### src/rtl/button_debouncer.sv
// Push-button conditioner: two-flop synchronizer, debounce FSM, long-press and
// auto-repeat detection. All outputs are registered single-cycle pulses/levels.
module button_debouncer #(
  parameter int unsigned DEBOUNCE_CYCLES = 120000,
  parameter int unsigned LONG_CYCLES     = 12000000,
  parameter int unsigned REPEAT_CYCLES   = 3000000
) (
  input  logic clk,
  input  logic rst,
  input  logic btn_n,
  output logic btn_level,
  output logic press_pulse,
  output logic release_pulse,
  output logic long_pulse,
  output logic repeat_pulse
);

  localparam int unsigned MAX_DL = (DEBOUNCE_CYCLES > LONG_CYCLES) ? DEBOUNCE_CYCLES : LONG_CYCLES;
  localparam int unsigned MAX_ALL = (MAX_DL > REPEAT_CYCLES) ? MAX_DL : REPEAT_CYCLES;
  localparam int unsigned CW = $clog2(MAX_ALL) + 1;

  localparam logic [CW-1:0] DB_LAST   = CW'(DEBOUNCE_CYCLES - 1);
  localparam logic [CW-1:0] LONG_LAST = CW'(LONG_CYCLES - 1);
  localparam logic [CW-1:0] REP_LAST  = CW'(REPEAT_CYCLES - 1);
  localparam logic [CW-1:0] ONE       = CW'(1);

  typedef enum logic [2:0] {
    IDLE,
    DB_PRESS,
    HELD,
    REPEAT,
    DB_RELEASE
  } state_t;

  state_t        state, state_nx;
  logic [CW-1:0] dcnt, dcnt_nx;
  logic [CW-1:0] hcnt, hcnt_nx;
  logic          long_done, long_done_nx;
  logic          s1, s2;
  logic          pressed;
  logic          level_nx, press_nx, release_nx, long_nx, repeat_nx;

  assign pressed = ~s2;

  always_comb begin
    state_nx     = state;
    dcnt_nx      = dcnt;
    hcnt_nx      = hcnt;
    long_done_nx = long_done;
    press_nx     = 1'b0;
    release_nx   = 1'b0;
    long_nx      = 1'b0;
    repeat_nx    = 1'b0;

    case (state)
      IDLE: begin
        if (pressed) begin
          state_nx = DB_PRESS;
          dcnt_nx  = ONE;
        end
      end

      DB_PRESS: begin
        if (!pressed) begin
          state_nx = IDLE;
          dcnt_nx  = '0;
        end else if (dcnt == DB_LAST) begin
          state_nx = HELD;
          press_nx = 1'b1;
          dcnt_nx  = '0;
          hcnt_nx  = '0;
        end else begin
          dcnt_nx = dcnt + ONE;
        end
      end

      HELD: begin
        if (!pressed) begin
          state_nx = DB_RELEASE;
          dcnt_nx  = ONE;
        end else if (hcnt == LONG_LAST) begin
          state_nx     = REPEAT;
          long_nx      = 1'b1;
          long_done_nx = 1'b1;
          hcnt_nx      = '0;
        end else begin
          hcnt_nx = hcnt + ONE;
        end
      end

      REPEAT: begin
        if (!pressed) begin
          state_nx = DB_RELEASE;
          dcnt_nx  = ONE;
        end else if (hcnt == REP_LAST) begin
          repeat_nx = 1'b1;
          hcnt_nx   = '0;
        end else begin
          hcnt_nx = hcnt + ONE;
        end
      end

      DB_RELEASE: begin
        // hcnt stays frozen here so a rejected release glitch only stalls the hold timer
        if (pressed) begin
          state_nx = long_done ? REPEAT : HELD;
          dcnt_nx  = '0;
        end else if (dcnt == DB_LAST) begin
          state_nx     = IDLE;
          release_nx   = 1'b1;
          dcnt_nx      = '0;
          hcnt_nx      = '0;
          long_done_nx = 1'b0;
        end else begin
          dcnt_nx = dcnt + ONE;
        end
      end

      default: begin
        state_nx     = IDLE;
        dcnt_nx      = '0;
        hcnt_nx      = '0;
        long_done_nx = 1'b0;
      end
    endcase

    level_nx = (state_nx == HELD) || (state_nx == REPEAT) || (state_nx == DB_RELEASE);
  end

  always_ff @(posedge clk) begin
    if (rst) begin
      s1            <= 1'b1;
      s2            <= 1'b1;
      state         <= IDLE;
      dcnt          <= '0;
      hcnt          <= '0;
      long_done     <= 1'b0;
      btn_level     <= 1'b0;
      press_pulse   <= 1'b0;
      release_pulse <= 1'b0;
      long_pulse    <= 1'b0;
      repeat_pulse  <= 1'b0;
    end else begin
      s1            <= btn_n;
      s2            <= s1;
      state         <= state_nx;
      dcnt          <= dcnt_nx;
      hcnt          <= hcnt_nx;
      long_done     <= long_done_nx;
      btn_level     <= level_nx;
      press_pulse   <= press_nx;
      release_pulse <= release_nx;
      long_pulse    <= long_nx;
      repeat_pulse  <= repeat_nx;
    end
  end

endmodule
### config.mk
export PLATFORM = sky130hd
export DESIGN_NAME = button_debouncer
export DESIGN_NICKNAME = d
export VERILOG_FILES = /design/src/rtl/button_debouncer.sv
export SDC_FILE = /design/constraint.sdc
export NUM_CORES = 1
export LEC_CHECK = 0
export ABC_AREA = 1
export CAP_MARGIN = 30
export CORE_ASPECT_RATIO = 1.25
export CORE_MARGIN = 4
export CORE_UTILIZATION = 50
export CTS_CLUSTER_DIAMETER = 80
export DETAILED_ROUTE_END_ITERATION = 8
export GPL_ROUTABILITY_DRIVEN = 1
export PLACE_DENSITY_LB_ADDON = 0.05
export SLEW_MARGIN = 20
export SYNTH_ARGS = -nofsm -noshare
export SYNTH_HDL_FRONTEND = slang
export SYNTH_SLANG_ARGS = --single-unit
### constraint.sdc
create_clock -name clk -period 2.6 [get_ports clk]
set_clock_uncertainty 0.1 [all_clocks]
set_input_delay 0.26 -clock clk [delete_from_list [all_inputs] [get_ports clk]]
set_output_delay 0.26 -clock clk [all_outputs]
set_load 0.01 [all_outputs]
==> flow_summary.json <==
{
  "antenna_found_initial": 0,
  "drc": 0,
  "synth_cells": 669,
  "cp_num_buf_inv": 2,
  "rr_startpoint": "hcnt[0]",
  "async_flop_share_pct": 0,
  "yosys-top-cells-area": "dfxtp_1 31%, nand2_1 19%, nor2_1 11%",
  "viasPerCell": 5.34,
  "synth_flop_cell": "dfxtp_1",
  "synth_top_area_share_pct": 30.7,
  "p_leak_nw": 1.74,
  "via_count": 4154,
  "nets": 683,
  "sequentialPowerShare_pct": 48.5,
  "portBuffers": 7,
  "r2r_slack_ns": 0.36,
  "synth_area_leader_cell": "dfxtp_1",
  "grt_max_degree": 23,
  "gp_congestion": 0.985,
  "cts-hold-fix-buffers": 0,
  "hold_slack_ns": 0.311,
  "clock_path_buffers": 2,
  "cts_sinks": 61,
  "pin_count": 8,
  "muxShareOfSynthArea_pct": 0,
  "dpl.hpwl_um": 8290,
  "hp-class": "flop to flop",
  "regToRegEndpoint": "hcnt[0]",
  "fillerInstances": 792,
  "synth_top_family_by_area": "simple AND/OR/NAND/NOR gates",
  "tns_ns": 0,
  "synthAdderAreaFrac_pct": 0.630,
  "routed_wl_um": 11000,
  "synth-xor-area-share_pct": 1.32,
  "die_w_um": 87.8,
  "core_um2": 7790,
  "arrival_ns": 2.39,
  "path_class": "flop to flop",
  "yosysMostFrequentCell": "nand2_1",
  "drive_gt1_share_pct": 8.64,
  "status": "completed",
  "synth_edf_count": 0,
  "die_h_um": 108,
  "worstSkewPairLatency_ns": 0.36,
  "grt_pass1_wl_um": 18400,
  "finalCritPeriodShare_pct": 86.0,
  "ys_types": 36,
  "antenna_left": 0,
  "p_per_area_nw_per_um2": 450,
  "first_iter_violations": 259,
  "yosysSeqAreaShare_pct": 30.7,
  "synthesis.area_um2": 3980,
  "ir_worst_vdd_mv": 0.467,
  "tritoncts": "built",
  "max_freq_ghz": 0.447,
  "grt_pass1_vias": 3924,
  "synth_compound_area_share_pct": 7.11,
  "max_slew_margin_pct": 56.8,
  "path_max_fanout": 8,
  "hold_viol": 0,
  "cp-start-kind": "flop",
  "cpPeakStageDelay_ns": 0.46,
  "synth.net_count": 674,
  "grt_usage_pct": 25.2,
  "critPathSlowestCell": "dfxtp_1",
  "htree_levels": 3,
  "yosys.area_share.simple_pct": 49.2,
  "wl_per_cell_um": 14.2,
  "synth_area_per_cell_um2": 5.94,
  "p_total_mw": 1.94,
  "netSwitchingFraction_pct": 23.2,
  "period_minus_slack_ns": 2.24,
  "pwr-share-comb_pct": 3.7,
  "rsz0062_at_grt": "false",
  "dieArea_um2": 9450,
  "synthTopCellsByCount": "199 x nand2_1, 112 x nor2_1, 85 x inv_1",
  "post_cts_buffers": 0,
  "clk_pin_slew_ns": 0.08,
  "antenna_cells": 0,
  "firstDrtPassIters": 5,
  "start_util_pct": 51.0,
  "dpl_worst_slack_ns": 0.414,
  "max_slew.worst_pin.slew_ns": 0.645,
  "ys_ff_latch": 61,
  "num_rows": 36,
  "ff2ff_path_depth": 11,
  "area_delta_synth_final_pct": 8.53,
  "cp_data_required_time_ns": 2.75,
  "multi_input_comb_area_um2": 2310,
  "min_from": "s1",
  "setup_ws_ns": 0.364,
  "cts_root_buffer": "clkbuf_8",
  "seq_area_um2": 1220,
  "grt-ovfl-total": 0,
  "cts.repair.resized": 0,
  "end_kind": "flop",
  "min_to": "s2",
  "p_switching_mw": 0.450,
  "cap_violations": 0,
  "yosys_warnings": 0,
  "crit_top_cell": "nand2_1",
  "path_delay_family": "simple AND/OR/NAND/NOR gates",
  "pwr-share-clk_pct": 47.8,
  "final_max_slew_viol_count": 0,
  "power.internal_mw": 1.49,
  "hold_depth": 1,
  "crit_chain": "ha_1, inv_1, nor2_4, nand2_2, nor2_2, nand2_1, nand2_1, nand2_1, buf_4, a21oi_1, nor2_1",
  "setup_violations": 0,
  "numCtsBuffers": 9
}
## layout by cell type, fill, tap and decap left out, types with 4 or more instances in the layout
master / instances
nand2_1: 199
nor2_1: 112
inv_1: 85
nand3_1: 64
dfxtp_1: 61
a21oi_1: 26
nand4_1: 19
o21ai_0: 15
nor3_1: 12
nand2_2: 10
clkbuf_8: 9
inv_2: 7
nor2_2: 7
clkdlybuf4s50_1: 7
buf_4: 5
xor2_1: 4
nor3_2: 4
## power by group through the flow
stage               logic [mW]  registers [mW]  clock network, mW
finish                  0.0725           0.941              0.928
global route            0.0805           0.941              0.990
floorplan               0.0579           0.960                  0
global placement        0.0722           0.962                  0
detailed placement      0.0725           0.962                  0
CTS                     0.0727           0.940              0.949
## worst max path at each step
stage / endpoint / cells after the start / from
global route: hcnt[19] / 11 / hcnt[0]
global placement: hcnt[24] / 12 / hcnt[0]
CTS: hcnt[0] / 11 / hcnt[0]
finish: hcnt[0] / 11 / hcnt[0]
floorplan: hcnt[3] / 11 / hcnt[0]
detailed placement: hcnt[0] / 11 / hcnt[0]
## area by class of cell
cell class	instances	share of cell area, %
well taps	95	2.76
clock inverters	5	1.74
flip-flops and latches	61	28.3
multi-input cells	502	53.7
clock buffers	11	3.05
repair buffers	12	2.49
inverters	92	8.00
## stage by stage
stage                     std cells  cell area, um2  util (%)
after CTS                       778            4310      55.4
after floorplan                 669            3980         -
after global placement          762            4110      52.7
final                           778            4310      55.4
after global routing            778            4310      55.4
after detailed placement        762            4110      52.7
## cell families (layout without fill, tap and decap cells)
| kind of cell | Yosys count | count (layout) |
|---|---|---|
| buffers and inverters | 106 | 120 |
| AND/OR/NAND/NOR | 443 | 443 |
| flip-flops | 61 | 61 |
| XOR/XNOR | 6 | 6 |
| adder cells (fa/ha/maj) | 2 | 2 |
| AO/OA/AOI/OAI | 51 | 51 |
## state kept, by name, summed over array words and instances, names as in the netlist
| name | count |
|---|---|
| btn_level | 1 |
| dcnt | 25 |
| hcnt | 25 |
| long_done | 1 |
| long_pulse | 1 |
| press_pulse | 1 |
| release_pulse | 1 |
| repeat_pulse | 1 |
| s1 | 1 |
| s2 | 1 |
| state | 3 |
## metal layers
layer / GRT usage (%) / wire (um)
met5: 0 / 0
met4: 16.4 / 540
met3: 4.36 / 453
met2: 44.0 / 5570
met1: 27.2 / 4460
Power figures use the tool's default switching activity.
